===== src/rtl/mem_access_pkg.sv =====
// ---------------------------------------------------------------------------
// mem_access_pkg
//
// Purpose: shared types and constants for the MEM-stage data-memory
// initiator (mem_access_initiator).
//
// Contents:
//   state_e      - access sequencer states IDLE -> ACCESS -> DONE
//   CNT_W        - width of the strobe-hold counter (covers 0..15)
//   WORD_SHIFT   - byte-to-word address shift for 32-bit words
//   word_offset  - byte address relative to a base, expressed in words
// ---------------------------------------------------------------------------
package mem_access_pkg;

    typedef enum logic [1:0] {
        IDLE   = 2'd0,
        ACCESS = 2'd1,
        DONE   = 2'd2
    } state_e;

    localparam int unsigned CNT_W      = 4;
    localparam int unsigned WORD_SHIFT = 2;

    // The subtraction wraps in 32 bits on purpose: addresses below the base
    // land at the top of the word space instead of faulting.
    function automatic logic [31:0] word_offset(input logic [31:0] byte_addr,
                                                input logic [31:0] base);
        logic [31:0] diff;
        diff = byte_addr - base;
        return diff >> WORD_SHIFT;
    endfunction

endpackage


===== src/rtl/mem_access_initiator.sv =====
// ---------------------------------------------------------------------------
// mem_access_initiator
//
// Purpose: initiator side of the pipeline's data-memory port. Accepts a
// load/store request from the MEM stage, translates the byte address into a
// word address, holds the memory strobe for WAIT_CYCLES+1 cycles, stalls the
// pipeline while the access is outstanding and returns registered load data.
//
// Parameters:
//   AW           memory word-address width (depth 2**AW words)
//   BASE_ADDR    byte address that maps onto memory word 0
//   WAIT_CYCLES  extra cycles the strobe is held after the first (0..15)
//
// Ports:
//   clk          rising-edge clock
//   rst          asynchronous, active-low reset
//   req_rd_en    load request from the pipeline
//   req_wr_en    store request from the pipeline (wins if both are high)
//   req_addr     byte address of the access
//   req_wdata    store data
//   freeze       pipeline stall, high while an access is outstanding
//   rdata        registered load data, held until the next load completes
//   rdata_valid  single-cycle pulse when rdata has been updated by a load
//   mem_rd_en    memory read strobe
//   mem_wr_en    memory write strobe
//   mem_addr     memory word address
//   mem_wdata    memory write data
//   mem_rdata    memory read data (combinational from mem_addr)
//   err          access-fault pulse
//
// Configuration:
//   MEM_CHECK_EN  when defined, misaligned or out-of-window requests skip the
//                 memory access, pulse err and return zero for loads. When
//                 undefined, no checks are made and err is tied low.
// ---------------------------------------------------------------------------
module mem_access_initiator
    import mem_access_pkg::*;
#(
    parameter int unsigned AW          = 16,
    parameter logic [31:0] BASE_ADDR   = 32'd1024,
    parameter int unsigned WAIT_CYCLES = 2
) (
    input  logic          clk,
    input  logic          rst,
    input  logic          req_rd_en,
    input  logic          req_wr_en,
    input  logic [31:0]   req_addr,
    input  logic [31:0]   req_wdata,
    output logic          freeze,
    output logic [31:0]   rdata,
    output logic          rdata_valid,
    output logic          mem_rd_en,
    output logic          mem_wr_en,
    output logic [AW-1:0] mem_addr,
    output logic [31:0]   mem_wdata,
    input  logic [31:0]   mem_rdata,
    output logic          err
);

    localparam logic [CNT_W-1:0] LAST_CNT = CNT_W'(WAIT_CYCLES);

    state_e            state_q, state_d;
    logic [CNT_W-1:0]  cnt_q, cnt_d;
    logic [AW-1:0]     addr_q, addr_d;
    logic [31:0]       wdata_q, wdata_d;
    logic              is_store_q, is_store_d;
    logic [31:0]       rdata_q, rdata_d;
    logic              req_any;
    logic              req_fault;

`ifdef MEM_CHECK_EN
    // One bit wider than needed so BASE_ADDR + window size cannot overflow.
    localparam logic [33:0] ADDR_LIMIT = 34'(BASE_ADDR) + (34'd1 << (AW + WORD_SHIFT));

    logic fault_q, fault_d;

    always_comb begin
        req_fault = (req_addr[1:0] != 2'b00)
                 || (req_addr < BASE_ADDR)
                 || (34'(req_addr) >= ADDR_LIMIT);
    end
`else
    always_comb begin
        req_fault = 1'b0;
    end
`endif

    assign req_any = req_rd_en | req_wr_en;

    always_ff @(posedge clk or negedge rst) begin
        if (!rst) begin
            state_q    <= IDLE;
            cnt_q      <= '0;
            addr_q     <= '0;
            wdata_q    <= '0;
            is_store_q <= 1'b0;
            rdata_q    <= '0;
        end else begin
            state_q    <= state_d;
            cnt_q      <= cnt_d;
            addr_q     <= addr_d;
            wdata_q    <= wdata_d;
            is_store_q <= is_store_d;
            rdata_q    <= rdata_d;
        end
    end

`ifdef MEM_CHECK_EN
    always_ff @(posedge clk or negedge rst) begin
        if (!rst) begin
            fault_q <= 1'b0;
        end else begin
            fault_q <= fault_d;
        end
    end
`endif

    always_comb begin
        state_d     = state_q;
        cnt_d       = cnt_q;
        addr_d      = addr_q;
        wdata_d     = wdata_q;
        is_store_d  = is_store_q;
        rdata_d     = rdata_q;
        freeze      = 1'b0;
        rdata_valid = 1'b0;
        mem_rd_en   = 1'b0;
        mem_wr_en   = 1'b0;
        mem_addr    = '0;
        mem_wdata   = '0;
        err         = 1'b0;
`ifdef MEM_CHECK_EN
        fault_d     = fault_q;
`endif

        unique case (state_q)
            IDLE: begin
                if (req_any) begin
                    // The stall must reach the pipeline in the request cycle
                    // itself; gating with rst keeps it low while in reset.
                    freeze     = rst;
                    addr_d     = AW'(word_offset(req_addr, BASE_ADDR));
                    wdata_d    = req_wdata;
                    is_store_d = req_wr_en;
                    cnt_d      = '0;
`ifdef MEM_CHECK_EN
                    fault_d    = req_fault;
`endif
                    if (req_fault) begin
                        state_d = DONE;
                        if (!req_wr_en) begin
                            rdata_d = '0;
                        end
                    end else begin
                        state_d = ACCESS;
                    end
                end
            end

            ACCESS: begin
                freeze    = 1'b1;
                mem_rd_en = ~is_store_q;
                mem_wr_en = is_store_q;
                mem_addr  = addr_q;
                mem_wdata = wdata_q;
                if (cnt_q == LAST_CNT) begin
                    cnt_d   = '0;
                    state_d = DONE;
                    if (!is_store_q) begin
                        rdata_d = mem_rdata;
                    end
                end else begin
                    cnt_d = cnt_q + CNT_W'(1);
                end
            end

            DONE: begin
                // The pipeline still presents the same instruction here, so
                // requests are deliberately ignored for this one cycle.
                rdata_valid = ~is_store_q;
                state_d     = IDLE;
`ifdef MEM_CHECK_EN
                err         = fault_q;
                fault_d     = 1'b0;
`endif
            end

            default: begin
                state_d = IDLE;
            end
        endcase
    end

    assign rdata = rdata_q;

endmodule

===== config.mk =====
export PLATFORM = sky130hd
export DESIGN_NAME = mem_access_initiator
export DESIGN_NICKNAME = d
export VERILOG_FILES = /design/src/rtl/mem_access_pkg.sv /design/src/rtl/mem_access_initiator.sv
export SDC_FILE = /design/constraint.sdc
export NUM_CORES = 1
export LEC_CHECK = 0
export CAP_MARGIN = 10
export CORE_AREA = 2 2 129 131
export DETAILED_ROUTE_END_ITERATION = 10
export DIE_AREA = 0 0 131 133
export GPL_ROUTABILITY_DRIVEN = 0
export GPL_TIMING_DRIVEN = 1
export PLACE_DENSITY = 0.6
export SETUP_SLACK_MARGIN = 0.1
export SYNTH_ARGS = -nofsm -noshare
export SYNTH_HDL_FRONTEND = slang
export SYNTH_SLANG_ARGS = --single-unit

===== constraint.sdc =====
create_clock -name clk -period 2.4 [get_ports clk]
set_clock_uncertainty 0.15 [all_clocks]
set_input_delay 0.24 -clock clk [delete_from_list [all_inputs] [get_ports clk]]
set_output_delay 0.24 -clock clk [all_outputs]
set_load 0.02 [all_outputs]

Word level (Yosys, flattened, before mapping)
Cells that the tools add are included.
{ "classes": {"n_addsub": 2, "n_eq_ne": 5, "muxes": 13, "n_bitwise": 2, "reduce_logical": 6} }
{ "op_table": {"columns": ["operator", "count"], "rows": [
  ["$mux 32", 1],
  ["$sub 18x11->18 const B", 1],
  ["$mux 16", 1],
  ["$mux 4", 2],
  ["$pmux 4 s2", 1],
  ["$reduce_and 2->1", 3],
  ["$add 4x1->4 const B", 1],
  ["$eq 4x2->1 const B", 1],
  ["$mux 1", 4],
  ["$mux 2", 2],
  ["$ne 2x2->1 const B", 2],
  ["$pmux 2 s2", 1],
  ["$reduce_and 3->1", 1],
  ["$eq 2x1->1 const B", 1],
  ["$eq 2x2->1 const B", 1],
  ["$logic_not 2->1", 1],
  ["$pmux 1 s2", 1],
  ["$reduce_bool 2->1", 1],
  ["$not 1->1", 1],
  ["$or 1x1->1", 1]
]} }
{ "word_totals": {"reg_bits": 87, "inputBits": 100, "word_cells": 34} }

Depth between registers and ports, before layout
Gate-level depths: netlist (run 1).
{ "depth": {"ltp_word": 3, "mapped_depth": 7} }

Least setup slack after synthesis (run 1)
Ideal clock, no wire load.
{ "synth_timing": {"kind": "register to register", "startpoint": "register cnt_q[0]", "endpoint": "register rdata_q[10], in the netlist rdata[10]", "arrival_ns": 1.837, "setup_slack_ns": 0.288, "stages_incl_launch_ff": 8, "synth_period_minus_slack_ns": 2.112, "cell_sequence": "dfrtp_1 > inv_1 > ha_1 > or3b_4 > or3_1 > buf_6 > buf_12 > mux2_4"} }
{ "synth_between": {"elab_chain_cells": 2} }
{ "synth_lines": {"columns": ["element", "line", "source"], "rows": [
  ["from (decl)", "mem_access_initiator.sv:63", "logic [CNT_W-1:0] cnt_q, cnt_d;"],
  ["from (signal assigned)", "mem_access_initiator.sv:100", "cnt_q <= cnt_d;"],
  ["$eq 4x2->1", "mem_access_initiator.sv:166", "if (cnt_q == LAST_CNT) begin"],
  ["$reduce_and 3->1 (no line)", null, null],
  ["to (signal assigned)", "mem_access_initiator.sv:104", "rdata_q <= rdata_d;"],
  ["to (decl)", "mem_access_initiator.sv:67", "logic [31:0] rdata_q, rdata_d;"]
]} }
Every way passes these cells.
A chain may end at the register's enable or synchronous reset.

Worst setup path in the final report (run 1)
{ "layout_timing": {"startpoint": "register cnt_q[0]", "endpoint": "register rdata_q[22], in the netlist rdata[22]"} }
Same word-level chain as after synthesis.

==> flow_summary_export.csv, run 1 <==
group,metric,value,unit
run_status,status,"completed",
critical_path,crit_buf_inv,2,
critical_path,crit_path_top_delay_cell,"dfrtp_1",
min_path,hold_class,"flip-flop to flip-flop",
global_route,grt_pass1_vias,2948,
routing,wl_per_cell,14.2,um
pwr,power.switching,0.00316,W
synth,synth_seq_area_share,0.553,
critical_path,timing.rr.start,"cnt_q[0]$_DFFE_PN0P_",
critical_path,reg2reg_depth,6,
pwr,power_density,1410,mW/mm^2
finish,layout_common_cells,"clkdlybuf4s50_1, dfrtp_1, and2_1, dlygate4sd2_1, mux2_2",
synth,ys_seq_elements,87,
global_route,grt_pass1_wl,15300,um
min_path,whs_path_depth,1,
die,die_y,133,um
timing,finalHoldViolations,0,
timing,max_clock_freq,456,MHz
die,start_util,0.243,
critical_path,timing.critical_path.to_type,"flip-flop",
critical_path,max_stage_delay,0.41,ns
global_route,grt_start_max_net_pins,47,
critical_path,worstPathCellList,"inv_1, ha_1, or3b_4, or3_4, clkbuf_16, mux2_4",
global_route,track_usage,0.113,
synth,netlist_instances,287,
place,dp_cells,666,
pwr,clkPwrFrac,0.174,
clock_network,cts_buffers,9,
critical_path,critPathLaunchType,"flip-flop",
routing,final_antenna_net_count,0,
place,port_buffers,167,
run,max_cap_violations,0,
finish,fin_nets,562,
pwr,combPwrFrac,0.527,
routing,vias,2822,
clock_network,cts_tree,"built",
synth,synth_enable_flop_cells,0,
timing,rsz0062_at_grt,"no",
critical_path,path_delay_family,"simple AND/OR/NAND/NOR gates",
routing,drc,0,
die,dieArea,0.0174,sq mm
clock_network,cts_num_sinks,87,
global_route,antenna_found_initial,0,
die,io_pins,185,
synth,synthDistinctLibCells,32,
global_route,grt_overflow,0,
critical_path,r2r_end,"rdata[22]$_DFFE_PN0P_",
finish,final_common_cell,"clkdlybuf4s50_1",
timing,tns,0,ns
finish,multiInputGateArea,0.00163,sq mm
critical_path,cp.arrival,2.26,ns
critical_path,crit_type,"flip-flop to flip-flop",
timing,fin_crit_sh,0.913,
clock_network,cts_root_buf,"clkbuf_16",
min_path,hold_start,"wdata_q[5]$_DFFE_PN0P_",
place,hpwl,6780,um
critical_path,r2r_setup_slack,0.21,ns
routing,finalWirelength,9730,um
clock_network,path_clk_slew,0.06,ns
pwr,seqPwrFrac,0.300,
clock_network,cts_htree_levels,3,
timing,tightest_slew,0.582,ns
min_path,hold_end,"wdata_q[5]$_DFFE_PN0P_",
die,coreArea,0.0162,sq mm
clock_network,clock_latency,0.34,ns
finish,antenna_cells,0,
routing,drt-vias-per-instance,4.13,
finish,fillers,1581,
die,die_x,131,um
critical_path,worstPathMaxFanout,16,
synth,synth_area,0.00393,sq mm
finish,layout-drive-gt1-share,0.231,
finish,instances_no_fill,684,
timing,maxSlewHeadroom,0.612,
pwr,ir_drop,0.593,mV
die,rows,47,
pwr,intPower,0.00550,W
synth,ys.flop_type,"dfrtp_1",
timing,setup_violations,0,
timing,period_minus_slack,2.19,ns
critical_path,required,2.47,ns
routing,dr.pass1.iters,4,
pwr,leakage,2.76,nW
finish,seq_area,0.00218,sq mm
pwr,swShare,0.365,
timing,maxSlewViolCount,0,
synth,syn_nets,390,
synth,synth_area_per_cell,13.7,sq um
synth,synthArstFlopShare,1.00,
synth,ys_warn_count,0,
timing,timing.hold.ws,0.346,ns
finish,syn_to_final_growth,56.5,%
clock_network,clock_path_buffers,2,
routing,drt_iter0_drc,75,
==> stage by stage <==
stage	util	setup WS (ns)	total power [W]	instance area, sq um
final	0.381	0.209	0.00867	6160
after global routing	0.381	0.133	0.00927	6160
after global placement	0.362	0.130	0.00751	5850
after detailed placement	0.362	0.114	0.00758	5850
after CTS	0.379	0.106	0.00880	6130
after floorplan	-	0.288	0.00539	3930
==> worst register-to-register path, delay by kind of cell, from the launching register on <==
family | cells | cell delay [ns]
muxes | 1 | 0.31
buffers and inverters | 2 | 0.29
adders and majority gates | 1 | 0.13
and+or+nand+nor | 2 | 0.78
DFF | 1 | 0.41
==> synthesized netlist by cell type, types with 2 or more instances <==
library cell	count	share of area
a21oi_1	7	0.0089
a31oi_1	4	0.0064
and2_1	49	0.078
buf_12	3	0.015
buf_2	5	0.0064
clkbuf_1	6	0.0057
dfrtp_1	87	0.55
ha_1	3	0.0095
inv_1	4	0.0038
mux2_2	45	0.13
mux2_4	30	0.11
nand2_1	3	0.0029
nand2b_1	3	0.0048
nand3_1	2	0.0025
nor2_1	5	0.0048
nor3b_1	2	0.0038
o21ai_0	8	0.010
o31ai_1	2	0.0038
or3_1	4	0.0064
or4_1	2	0.0038
xnor2_1	2	0.0045
==> per-layer routing <==
layer,global-route usage,wire length [um],up-vias
li1,-,-,1325
met2,0.182,4550,103
met4,0.0502,208,0
met5,0,0,-
met3,0.0356,792,15
met1,0.137,4180,1379
==> power groups by stage <==
stage,registers [W],clock network (W),logic (W)
floorplan,0.00287,0,0.00252
global placement,0.00259,0,0.00492
detailed placement,0.00262,0,0.00496
CTS,0.00260,0.00157,0.00463
global route,0.00271,0.00164,0.00491
finish,0.00260,0.00151,0.00456
==> state kept, by name, summed over array words and instances, names as in the netlist <==
| name | flops |
|---|---|
| addr_q | 16 |
| wdata_q | 32 |
| cnt_q | 4 |
| rdata | 32 |
| is_store_q | 1 |
| state_q | 2 |
==> timing repair <==
action                                 in CTS  in global routing
hold buffers                                1                  0
endpoints found under the hold margin      42                  0
setup buffers                               0                  0
gates resized for setup                    51                  1
setup endpoints to repair                  48                 32
pin swaps                                   0                  0
cloned                                      0                  1
==> worst max path at each step <==
stage | slack (ns) | cells past startpoint | end | start
after floorplan | 0.29 | 7 | rdata[10]$_DFFE_PN0P_ | cnt_q[0]$_DFFE_PN0P_
final | 0.21 | 6 | rdata[22]$_DFFE_PN0P_ | cnt_q[0]$_DFFE_PN0P_
after global routing | 0.13 | 6 | rdata[27]$_DFFE_PN0P_ | cnt_q[0]$_DFFE_PN0P_
after global placement | 0.13 | 6 | rdata[20]$_DFFE_PN0P_ | cnt_q[0]$_DFFE_PN0P_
after detailed placement | 0.11 | 6 | rdata[7]$_DFFE_PN0P_ | cnt_q[0]$_DFFE_PN0P_
after CTS | 0.11 | 6 | rdata[22]$_DFFE_PN0P_ | cnt_q[0]$_DFFE_PN0P_
==> cells by family (layout without fill, tap and decap cells) <==
| family | count (synthesis) | count (layout) | share of synthesized area |
|---|---|---|---|
| DFF | 87 | 87 | 0.553 |
| muxes | 76 | 76 | 0.246 |
| and+or+nand+nor | 76 | 76 | 0.118 |
| AOI/OAI and AO/OA | 21 | 21 | 0.0293 |
| buffers and inverters | 20 | 197 | 0.0359 |
| adders and majority gates | 3 | 3 | 0.00954 |
| xor gates and xnor gates | 3 | 3 | 0.00668 |
| other | 1 | 1 | 0.000953 |
==> cell type report <==
cell class,instances,area share
inverters,4,0.00244
flip-flops and latches,87,0.354
multi-input cells,180,0.265
well taps,220,0.0447
clock buffers,9,0.0366
clock inverters,7,0.0159
repair buffers,177,0.282
Power figures use the tool's default switching activity.
==> inputs of run 2 (changes only) <==
CORE_AREA = 2 2 104 106   (was 2 2 129 131)
DIE_AREA = 0 0 106 108   (was 0 0 131 133)
PLACE_DENSITY = 0.82   (was 0.6)
==> flow_summary_export.csv, run 2 (same netlist as run 1, synthesis figures left out) <==
group,metric,value,unit
die,start_util,0.384,
finish,final_common_cell,"clkdlybuf4s50_1",
die,io_pins,185,
timing,period_minus_slack,2.18,ns
critical_path,worstPathCellList,"nand2b_1, nor2_1, clkdlybuf4s50_1",
place,hpwl,6890,um
finish,layout-drive-gt1-share,0.232,
critical_path,r2r_setup_slack,0.24,ns
routing,finalWirelength,9510,um
place,port_buffers,167,
finish,layout_common_cells,"clkdlybuf4s50_1, dfrtp_1, and2_1, dlygate4sd2_1, mux2_2",
finish,seq_area,0.00218,sq mm
finish,multiInputGateArea,0.00163,sq mm
clock_network,cts_tree,"built",
pwr,leakage,2.72,nW
critical_path,cp.arrival,1.79,ns
clock_network,cts_buffers,9,
die,dieArea,0.0114,sq mm
place,dp_cells,582,
timing,setup_violations,0,
pwr,power_density,1390,mW/mm^2
pwr,ir_drop,0.613,mV
clock_network,cts_root_buf,"clkbuf_8",
place,dpl-instance-area,0.00575,sq mm
global_route,grt_overflow,0,
critical_path,path_delay_family,"buffers and inverters",
routing,dr.pass1.iters,4,
run,max_cap_violations,0,
timing,maxSlewHeadroom,0.546,
finish,syn_to_final_growth,51.5,%
finish,design_area,0.00596,sq mm
clock_network,clock_path_buffers,2,
finish,fillers,853,
finish,antenna_cells,0,
critical_path,timing.critical_path.to_type,"output port",
die,rows,37,
global_route,antenna_found_initial,0,
clock_network,clock_latency,0.35,ns
clock_network,path_clk_slew,0.09,ns
timing,maxSlewViolCount,0,
timing,tns,0,ns
min_path,hold_class,"flip-flop to flip-flop",
timing,max_clock_freq,459,MHz
run_status,status,"completed",
clock_network,cts_num_sinks,87,
critical_path,critPathLaunchType,"flip-flop",
critical_path,worstPathMaxFanout,9,
die,coreArea,0.0102,sq mm
finish,instances_no_fill,602,
global_route,track_usage,0.175,
timing,finalHoldViolations,0,
global_route,grt_pass1_vias,3099,
critical_path,crit_buf_inv,1,
critical_path,crit_path_top_delay_cell,"clkdlybuf4s50_1",
critical_path,required,2.01,ns
routing,drt-vias-per-instance,4.74,
global_route,grt_pass1_wl,15600,um
timing,tightest_slew,0.681,ns
routing,vias,2856,
routing,drc,0,
clock_network,cts_htree_levels,3,
global_route,grt_start_max_net_pins,55,
timing,fin_crit_sh,0.907,
timing,rsz0062_at_grt,"no",
critical_path,max_stage_delay,0.61,ns
routing,drt_iter0_drc,94,
die,die_y,108,um
die,die_x,106,um
routing,final_antenna_net_count,0,
routing,wl_per_cell,15.8,um
critical_path,crit_type,"flip-flop to output port",
finish,fin_nets,564,
## run 2: cell type report
class	instances	share of cell area
well taps	136	0.0285
flip-flops and latches	87	0.365
clock buffers	12	0.0260
multi-input cells	180	0.273
inverters	4	0.00252
clock inverters	4	0.00903
repair buffers	179	0.295
## run 2: per-stage QoR
| step | setup WS [ns] | hold slack, ns | utilization | power [W] |
|---|---|---|---|---|
| global placement | 0.143 | 0.196 | 0.562 | 0.00748 |
| detailed placement | 0.133 | 0.186 | 0.562 | 0.00762 |
| global route | 0.122 | 0.325 | 0.583 | 0.00883 |
| finish | 0.222 | 0.349 | 0.583 | 0.00829 |
| floorplan | 0.288 | -0.206 | - | 0.00539 |
| CTS | 0.110 | 0.328 | 0.582 | 0.00841 |
## run 2: worst paths after layout
path | startpoint | to | depth (start not counted)
min in group asynchronous | rst | wdata_q[29]$_DFFE_PN0P_ | 3
worst max register to register | cnt_q[0]$_DFFE_PN0P_ | rdata[14]$_DFFE_PN0P_ | 6
worst min register to register | wdata_q[21]$_DFFE_PN0P_ | wdata_q[21]$_DFFE_PN0P_ | 1
worst min-delay path | wdata_q[21]$_DFFE_PN0P_ | wdata_q[21]$_DFFE_PN0P_ | 1
worst max-delay path | state_q[1]$_DFFE_PN0P_ | mem_addr[9] | 3
max in group asynchronous | rst | wdata_q[21]$_DFFE_PN0P_ | 4
## run 2: routing by layer
metal,vias to the layer above,global-route usage,part of all wire
met2,102,0.311,0.52
met4,0,0.0376,0.010
met3,11,0.0536,0.056
met5,-,0,0
li1,1331,-,-
met1,1412,0.210,0.41
## run 2: timing repair
action | CTS | global route
hold endpoints to repair | 33 | 0
pin swaps | 0 | 0
buffers inserted | 1 | 1
cloned | 1 | 0
setup endpoints to repair | 49 | 16
hold buffers | 1 | 0
resized for setup | 51 | 1
## run 2: worst register-to-register path, cell delays in order, from the launching register on
cell and delay (ns):
dfrtp_1 0.41, inv_1 0.06, ha_1 0.13, or3b_4 0.39, or3_4 0.39, buf_12 0.19, mux2_4 0.32
## run 2: power by group
group	internal [W]	leakage [nW]	switching (W)	total, W
clock	0.000541	0.0988	0.000520	0.00106
sequential	0.00221	1.02	0.000403	0.00261
combinational	0.00242	1.60	0.00220	0.00462
==> inputs of run 3 (changes only) <==
CTS_CLUSTER_DIAMETER = 50   (was unset)
REMOVE_ABC_BUFFERS = 1   (was unset)
==> flow_summary_export.csv, run 3 (same netlist as run 1, synthesis figures left out) <==
group,metric,value,unit
pwr,power_density,1400,mW/mm^2
timing,tightest_slew,1.06,ns
global_route,antenna_found_initial,0,
critical_path,reg2reg_depth,6,
finish,design_area,0.00595,sq mm
pwr,leakage,2.72,nW
critical_path,max_stage_delay,0.42,ns
critical_path,timing.critical_path.to_type,"flip-flop",
clock_network,cts_buffers,9,
global_route,track_usage,0.158,
clock_network,path_clk_slew,0.09,ns
finish,antenna_cells,0,
timing,maxSlewHeadroom,0.295,
critical_path,worstPathCellList,"inv_1, ha_1, or3b_4, or3_4, clkbuf_16, mux2_4",
place,dp_cells,581,
finish,layout-drive-gt1-share,0.227,
die,rows,37,
critical_path,cp.arrival,2.27,ns
timing,setup_violations,0,
die,die_y,108,um
finish,final_common_cell,"clkdlybuf4s50_1",
global_route,grt_pass1_vias,2981,
routing,dr.pass1.iters,4,
critical_path,crit_type,"flip-flop to flip-flop",
timing,rsz0062_at_grt,"no",
run_status,status,"completed",
die,io_pins,185,
clock_network,cts_root_buf,"clkbuf_8",
min_path,hold_class,"primary input to asynchronous set/reset pin",
finish,fin_nets,562,
routing,drc,0,
finish,syn_to_final_growth,51.1,%
timing,fin_crit_sh,0.914,
die,coreArea,0.0102,sq mm
routing,wl_per_cell,15.0,um
critical_path,crit_path_top_delay_cell,"dfrtp_1",
routing,drt-vias-per-instance,4.71,
clock_network,holdBufCountCts,0,
global_route,grt_start_max_net_pins,88,
pwr,ir_drop,0.732,mV
critical_path,worstPathMaxFanout,16,
die,start_util,0.384,
clock_network,clock_latency,0.35,ns
timing,finalHoldViolations,0,
finish,layout_common_cells,"clkdlybuf4s50_1, dfrtp_1, and2_1, dlygate4sd2_1, mux2_2",
die,dieArea,0.0114,sq mm
clock_network,cts_num_sinks,87,
place,dpl-instance-area,0.00573,sq mm
timing,period_minus_slack,2.19,ns
clock_network,clock_path_buffers,2,
place,port_buffers,167,
place,hpwl,6390,um
routing,finalWirelength,9000,um
timing,max_clock_freq,456,MHz
die,die_x,106,um
routing,drt_iter0_drc,92,
critical_path,critPathLaunchType,"flip-flop",
global_route,grt_overflow,0,
timing,maxSlewViolCount,0,
critical_path,required,2.48,ns
critical_path,r2r_setup_slack,0.21,ns
run,max_cap_violations,0,
finish,instances_no_fill,599,
global_route,grt_pass1_wl,14300,um
clock_network,cts_tree,"built",
clock_network,cts_htree_levels,3,
routing,vias,2823,
routing,final_antenna_net_count,0,
[run 3: power by group]
| group | switching (W) | total (W) | internal [W] | leakage (nW) |
|---|---|---|---|---|
| Clock | 0.000493 | 0.00118 | 0.000686 | 0.113 |
| Sequential | 0.000407 | 0.00262 | 0.00221 | 1.02 |
| Combinational | 0.00216 | 0.00455 | 0.00238 | 1.59 |
| Total | 0.00306 | 0.00834 | 0.00528 | 2.72 |
[run 3: worst max-delay path, delay by kind of cell, from the launching register on]
family	cells	cell delay, ns
AND/OR/NAND/NOR	2	0.79
flip-flops	1	0.42
adder cells (fa/ha/maj)	1	0.13
buffers and inverters	2	0.29
multiplexers	1	0.30
[run 3: final timing paths]
path / startpoint / to
min in group clk: mem_rdata[11] / rdata[11]$_DFFE_PN0P_
min: rst / addr_q[8]$_DFFE_PN0P_
max in group asynchronous: rst / state_q[1]$_DFFE_PN0P_
max reg2reg: cnt_q[0]$_DFFE_PN0P_ / rdata[26]$_DFFE_PN0P_
min reg2reg: wdata_q[8]$_DFFE_PN0P_ / wdata_q[8]$_DFFE_PN0P_
max: cnt_q[0]$_DFFE_PN0P_ / rdata[26]$_DFFE_PN0P_
[run 3: per-stage QoR]
stage / setup TNS [ns] / total power [W] / util / hold WS [ns] / worst slack [ns]
5_1_grt: 0 / 0.00886 / 0.581 / 0.125 / 0.135
3_3_place_gp: 0 / 0.00745 / 0.560 / 0.330 / 0.175
3_5_place_dp: 0 / 0.00756 / 0.560 / 0.337 / 0.128
4_1_cts: 0 / 0.00841 / 0.577 / 0.0743 / 0.114
6_report: 0 / 0.00834 / 0.581 / 0.0390 / 0.208
2_1_floorplan: -11.42 / 0.00530 / - / -0.206 / -0.232
[run 3: metal layers]
layer / global-route usage / part of all wire / vias to the layer above
met5: 0 / 0 / -
met4: 0.0536 / 0.013 / 0
met3: 0.0518 / 0.079 / 10
met2: 0.271 / 0.48 / 129
met1: 0.188 / 0.43 / 1361
li1: - / - / 1323
[run 3: area by class of cell]
| type | count | area (sq um) |
|---|---|---|
| Tap cell | 136 | 170 |
| Sequential cell | 87 | 2180 |
| Clock buffer | 11 | 131 |
| Fill cell | 866 | 4290 |
| Multi-Input combinational cell | 180 | 1630 |
| Timing Repair Buffer | 177 | 1730 |
| Clock inverter | 4 | 95.1 |
| Inverter | 4 | 15.0 |
[run 3: repair_timing]
item / in CTS / in global routing
gates resized for setup: 50 / 1
gates cloned: 0 / 1
setup endpoints to repair: 48 / 32
setup buffers: 0 / 2
